### src/rtl/seq_control_unit.sv
// Sequencer for a 4-bit-PC, 8-bit-instruction micro-core.
// Every instruction runs FETCH -> DECODE -> EXECUTE -> WRITEBACK (4 cycles).
// Optional build macro: SEQ_ILLEGAL_TRAP_EN
//   defined   : an undefined opcode sets the sticky 'illegal' flag and halts
//   undefined : an undefined opcode behaves as NOP and 'illegal' stays 0
module seq_control_unit #(
    parameter int RETIRE_W = 8
) (
    input  logic                clk,
    input  logic                rst_n,
    input  logic                start,
    input  logic [7:0]          instruction,
    input  logic                zero_flag,
    output logic                pc_inc,
    output logic                branch,
    output logic [3:0]          branchaddress,
    output logic [2:0]          alu_op,
    output logic [1:0]          rd_sel,
    output logic [1:0]          rs_sel,
    output logic                reg_we,
    output logic                flag_we,
    output logic                halted,
    output logic                illegal,
    output logic [RETIRE_W-1:0] retired
);

    localparam logic [2:0] S_IDLE      = 3'd0;
    localparam logic [2:0] S_FETCH     = 3'd1;
    localparam logic [2:0] S_DECODE    = 3'd2;
    localparam logic [2:0] S_EXECUTE   = 3'd3;
    localparam logic [2:0] S_WRITEBACK = 3'd4;
    localparam logic [2:0] S_HALT      = 3'd5;

    logic [2:0]          state_reg, state_next;
    logic [7:0]          ir_reg;
    logic                zf_reg;
    logic [RETIRE_W-1:0] retired_reg;

    logic [3:0] opcode;
    logic [2:0] alu_code;
    logic       is_alu, is_jmp, is_jz, is_halt;
    logic       take_branch, stop_after_wb;
    logic       in_wb, in_active;

    assign opcode    = ir_reg[7:4];
    assign in_wb     = (state_reg == S_WRITEBACK);
    assign in_active = (state_reg == S_DECODE) || (state_reg == S_EXECUTE) || in_wb;

    // Opcode decode from the latched IR only
    always_comb begin
        alu_code = 3'b000;
        is_alu   = 1'b0;
        is_jmp   = 1'b0;
        is_jz    = 1'b0;
        is_halt  = 1'b0;
        case (opcode)
            4'b0001: begin alu_code = 3'b001; is_alu = 1'b1; end
            4'b0010: begin alu_code = 3'b010; is_alu = 1'b1; end
            4'b0011: begin alu_code = 3'b011; is_alu = 1'b1; end
            4'b0100: begin alu_code = 3'b100; is_alu = 1'b1; end
            4'b0101: begin alu_code = 3'b101; is_alu = 1'b1; end
            4'b1000: is_jmp  = 1'b1;
            4'b1001: is_jz   = 1'b1;
            4'b1111: is_halt = 1'b1;
            default: ;
        endcase
    end

`ifdef SEQ_ILLEGAL_TRAP_EN
    logic is_illegal;
    logic illegal_reg;

    assign is_illegal    = !(is_alu || is_jmp || is_jz || is_halt || (opcode == 4'b0000));
    assign stop_after_wb = is_halt || is_illegal;
    assign illegal       = illegal_reg;

    // Sticky trap flag, set when an undefined opcode retires
    always_ff @(posedge clk or negedge rst_n) begin
        if (!rst_n)
            illegal_reg <= 1'b0;
        else if (in_wb && is_illegal)
            illegal_reg <= 1'b1;
    end
`else
    assign stop_after_wb = is_halt;
    assign illegal       = 1'b0;
`endif

    // Next-state logic; HALT is only left through reset
    always_comb begin
        state_next = state_reg;
        case (state_reg)
            S_IDLE:      if (start) state_next = S_FETCH;
            S_FETCH:     state_next = S_DECODE;
            S_DECODE:    state_next = S_EXECUTE;
            S_EXECUTE:   state_next = S_WRITEBACK;
            S_WRITEBACK: state_next = stop_after_wb ? S_HALT : S_FETCH;
            S_HALT:      state_next = S_HALT;
            default:     state_next = S_IDLE;
        endcase
    end

    // State, IR latch in FETCH, zero flag sample in EXECUTE, retire counter
    always_ff @(posedge clk or negedge rst_n) begin
        if (!rst_n) begin
            state_reg   <= S_IDLE;
            ir_reg      <= 8'h00;
            zf_reg      <= 1'b0;
            retired_reg <= '0;
        end else begin
            state_reg <= state_next;
            if (state_reg == S_FETCH)
                ir_reg <= instruction;
            if (state_reg == S_EXECUTE)
                zf_reg <= zero_flag;
            if (in_wb && (retired_reg != {RETIRE_W{1'b1}}))
                retired_reg <= retired_reg + 1'b1;
        end
    end

    // Moore outputs: selects held DECODE..WRITEBACK, strobes only in WRITEBACK
    assign take_branch   = is_jmp || (is_jz && zf_reg);
    assign alu_op        = in_active ? alu_code    : 3'b000;
    assign rd_sel        = in_active ? ir_reg[3:2] : 2'b00;
    assign rs_sel        = in_active ? ir_reg[1:0] : 2'b00;
    assign reg_we        = in_wb && is_alu;
    assign flag_we       = in_wb && is_alu;
    assign branch        = in_wb && take_branch;
    assign branchaddress = branch ? ir_reg[3:0] : 4'h0;
    assign pc_inc        = in_wb && !take_branch && !stop_after_wb;
    assign halted        = (state_reg == S_HALT);
    assign retired       = retired_reg;

endmodule

### config.mk
export PLATFORM = sky130hd
export DESIGN_NAME = seq_control_unit
export DESIGN_NICKNAME = d
export VERILOG_FILES = /design/src/rtl/seq_control_unit.sv
export SDC_FILE = /design/constraint.sdc
export NUM_CORES = 1
export LEC_CHECK = 0
export ABC_AREA = 1
export CAP_MARGIN = 20
export CORE_UTILIZATION = 38
export DETAILED_ROUTE_END_ITERATION = 7
export GPL_TIMING_DRIVEN = 0
export PLACE_DENSITY = 0.77
export SETUP_SLACK_MARGIN = 0.2
export SYNTH_ARGS = -nofsm -noshare
export SYNTH_HDL_FRONTEND = slang
export SYNTH_SLANG_ARGS = --single-unit
### constraint.sdc
create_clock -name clk -period 1.6 [get_ports clk]
set_clock_uncertainty 0.05 [all_clocks]
set_input_delay 0.32 -clock clk [delete_from_list [all_inputs] [get_ports clk]]
set_output_delay 0.32 -clock clk [all_outputs]
set_load 0.01 [all_outputs]
Word-level counts from Yosys, hierarchy flattened
Cells that the tools add are included.
{"block": "word_totals", "reg_bits": 20, "latchBits": 0, "mem_bits_rw": 0, "mem_bits_ro": 0, "inputBits": 12, "memories": 0}
{"block": "classes", "add_sub_neg": 1, "mul": 0, "n_div": 0, "magnitude_cmp": 0, "n_eq_ne": 15, "shift": 0, "n_mux": 12, "bitwise": 0, "n_reduce_logical": 13}
{"op": "$pmux W3 S6", "n": 1}
{"op": "$pmux W3 S5", "n": 1}
{"op": "$eq A4 B4 Y1 const B", "n": 3}
{"op": "$mux W3", "n": 3}
{"op": "$add A8 B1 Y8 const B", "n": 1}
{"op": "$eq A4 B2 Y1 const B", "n": 2}
{"op": "$eq A4 B3 Y1 const B", "n": 2}
{"op": "$ne A8 B8 Y1 const B", "n": 1}
{"op": "$eq A3 B2 Y1 const B", "n": 2}
{"op": "$eq A3 B3 Y1 const B", "n": 2}
{"op": "$logic_and A1 B1 Y1", "n": 6}
{"op": "$reduce_or A5 Y1", "n": 1}
{"op": "$eq A4 B1 Y1 const B", "n": 1}
{"op": "$mux W1", "n": 4}
{"op": "$mux W2", "n": 2}
{"op": "$mux W4", "n": 1}
{"op": "$eq A3 B1 Y1 const B", "n": 1}
{"op": "$logic_not A3 Y1", "n": 1}
{"op": "$logic_or A1 B1 Y1", "n": 3}
{"op": "$logic_not A1 Y1", "n": 2}
{"op": "$ne A2 B2 Y1 const B", "n": 1}

Depth between registers and ports, before layout
{"block": "depth", "word_depth": 7, "depth_mapped": 8}

Least setup slack after synthesis
No wires, ideal clock.
{"block": "synth_path", "kind": "flip-flop to output port", "startpoint": "reg state_reg[1]", "endpoint": "out reg_we", "t_arrival_ns": 1.128, "required_time_ns": 1.230, "path_slack_ns": 0.102, "stages_incl_launch_ff": 5, "path_buffers": 1, "path_cell_list": "dfrtp_1 nor2_2 nand2_4 a21oi_1 buf_4"}
{"block": "synth_between", "elab_chain_cells": 2}
{"item": "start, declared", "line": "34", "rtl": "logic [2:0] state_reg, state_next;"}
{"item": "start signal, assigned", "line": "111", "rtl": "state_reg <= state_next;"}
{"item": "$eq A3 B3 Y1", "line": "46", "rtl": "assign in_wb = (state_reg == S_WRITEBACK);"}
{"item": "$logic_and A1 B1 Y1"}
{"item": "end, declared", "line": "20", "rtl": "output logic reg_we,"}
Every way passes these cells.

Worst setup path in the final report
{"block": "layout_path", "startpoint": "reg state_reg[2]", "endpoint": "out rd_sel[0]"}
{"block": "layout_between", "elab_chain_cells": 4, "elab_cells_between_ends": 6}
{"item": "$eq A3 B2 Y1", "line": "47", "rtl": "assign in_active = (state_reg == S_DECODE) || (state_reg == S_EXECUTE) || in_wb;"}
{"item": "$logic_or A1 B1 Y1", "line": "47"}
{"item": "$logic_or A1 B1 Y1 (*)", "line": "47"}
{"item": "$mux W2 (*)", "line": "124", "rtl": "assign rd_sel = in_active ? ir_reg[3:2] : 2'b00;"}
{"item": "end, declared", "line": "18", "rtl": "output logic [1:0] rd_sel,"}
Every way passes the cells marked *; elsewhere a longest branch is shown, timed or not.

==> impl_metrics.tcl <==
set metrics [dict create \
    outcome "complete, but fails checks" \
    violations "setup timing" \
    crit_arrival_ns 1.54 \
    critical-path-top-delay-family "flip-flops" \
    total_power_mw 3.40 \
    power_density_nw_per_um2 1800 \
    crit_chain "nand2_4, clkinv_4, a21oi_4, buf_12, nor2_2, buf_2" \
    first_pass_iters 4 \
    dp_hpwl_um 2030 \
    synth_seq_cells 20 \
    syn2layout_area_growth_pct 70.5 \
    yosysSeqAreaShare 0.451 \
    syn_area_um2 1110 \
    placed_area_um2 1500 \
    yosysUniqueCellTypes 23 \
    cap_violations 0 \
    holdBufCountCts 0 \
    final_common_cell "nand2_1" \
    wl_um 3450 \
    crit_type "flip-flop to primary output" \
    worst_hold_path_type "input port to async pin" \
    syn_nets 160 \
    crit_slowest_cell "dfrtp_2" \
    clock_path_buffers 2 \
    cts_buffers 3 \
    syn_avg_cell_area_um2 7.54 \
    synth_ff_type "dfrtp_1" \
    grt_pass1_vias 1258 \
    viasPerCell 4.97 \
    dp_slack_ns -0.451 \
    fin_nets 226 \
    die_h_um 56.0 \
    max_freq_mhz 524 \
    period_needed_ns 1.91 \
    cp.required_ns 1.23 \
    slew_violations 0 \
    diodes 0 \
    final_util 0.686 \
    drive_above_1_share 0.420 \
    dpl.cell_count 213 \
    clkTransAtPathRegs_ns 0.12 \
    final_cell_mix "34 x nand2_1, 19 x buf_4, 16 x dfrtp_1" \
    cts_sinks 20 \
    leakagePower_nw 0.951 \
    port_buffers 35 \
    setup_viol 16 \
    start_kind "flip-flop" \
    grt_pass1_wl_um 5530 \
    clk_latency_ns 0.32 \
    cp-end-kind "primary output" \
    ant_nets 0 \
    rsz0062_at_grt "yes" \
    core_area_um2 2760 \
    first_iter_violations 29 \
    grt_remaining_overflow 0 \
    vias 1208 \
    start_util 0.402 \
    wl_per_cell_um 14.2 \
    crit_path_max_fanout 5 \
    grt_max_degree 21 \
    hold_slack_ns 0.435 \
    critical-path-max-stage-delay_ns 0.49 \
    async_reset_ff_frac 1.00 \
    htreeDepth 1 \
    tritoncts "done" \
    die_x_um 56.0 \
    worstMarginPinSlew_ns 0.896 \
    die_area_um2 3140 \
    ir_drop_mv 1.25 \
    drc_errors 0 \
    final.setup.tns_ns -3.92 \
    fin_crit_sh 1.19 \
    ios 37 \
    fin_area_um2 1890 \
    finalHoldViolations 0 \
    grt_use_total 0.219 \
    slew_headroom 0.401 \
    antenna_found_initial 0 \
    cts_root_buf "clkbuf_4" \
    synth-edff-count 0 \
    ys_warn_count 0 \
    routabilityCongestion 0.851 \
    worst_slack_ns -0.309 \
    rows 19 \
    stdcell_count 243 \
    timing.critical_path.buf_inv 3 \
    syn_inst 147 \
]
==> worst reg2reg max path: cells and delay by family (launching register included) <==
kind,cells,cell delay (ns)
and+or+nand+nor,1,0.12
DFF,1,0.46
AOI/OAI and AO/OA,1,0.17
buffers and inverters,4,0.49
==> synthesized netlist by cell type, types with 2 or more instances <==
cell type,number,area [um^2]
a21oi_1,8,40.0
buf_4,2,15.0
dfrtp_1,20,500
inv_1,19,71.3
inv_2,2,7.51
nand2_1,39,146
nand2_4,2,22.5
nand3_1,6,30.0
nand4_1,3,18.8
nor2_1,23,86.3
nor3_1,4,20.0
o211ai_1,2,15.0
o21ai_0,5,25.0
xnor2_1,3,26.3
==> final cells by class <==
type	instances	area [um^2]
Fill cell	201	867
Multi-Input combinational cell	102	638
Timing Repair Buffer	61	537
Sequential cell	20	505
Inverter	22	92.6
Tap cell	31	38.8
Clock inverter	1	30.0
Buffer	3	26.3
Clock buffer	3	22.5
==> path summary, 6_finish.rpt <==
path / startpoint / slack [ns] / to / cells past startpoint
worst max-delay path: state_reg[2] / -0.31 / rd_sel[0] / 6
worst min-delay path: rst_n / 0.44 / retired[7] / 1
worst max register to register: state_reg[1] / 0.24 / ir_reg[3] / 6
worst min register to register: zf_reg / 0.52 / zf_reg / 2
max in group asynchronous: rst_n / 0.46 / ir_reg[5] / 1
min in group clk: instruction[5] / 0.49 / ir_reg[5] / 3
==> report_power, final <==
group,internal (mW),switching [mW]
clock,0.254,0.181
combinational,0.977,1.11
sequential,0.711,0.171
total,1.94,1.46
==> cells by family after synthesis <==
kind of cell | share of synthesized area
buffers and inverters | 0.103
other | 0.00338
AOI/OAI and AO/OA | 0.0937
and+or+nand+nor | 0.314
DFF | 0.451
adders and majority gates | 0.0113
xor gates and xnor gates | 0.0237
==> per-layer routing <==
metal / part of all wire / wire (um) / global-route usage
met1: 0.41 / 1420 / 0.254
met5: 0 / 0 / 0
met2: 0.55 / 1890 / 0.400
met4: 0.010 / 36 / 0.0592
met3: 0.028 / 96 / 0.0535
==> timing repair <==
| item | CTS | global route |
|---|---|---|
| setup endpoints to repair | 30 | 38 |
| resized for setup | 96 | 40 |
| pin swaps | 11 | 5 |
| buffers inserted | 19 | 7 |
| cloned | 0 | 0 |
(Power assumes the default switching activity.)
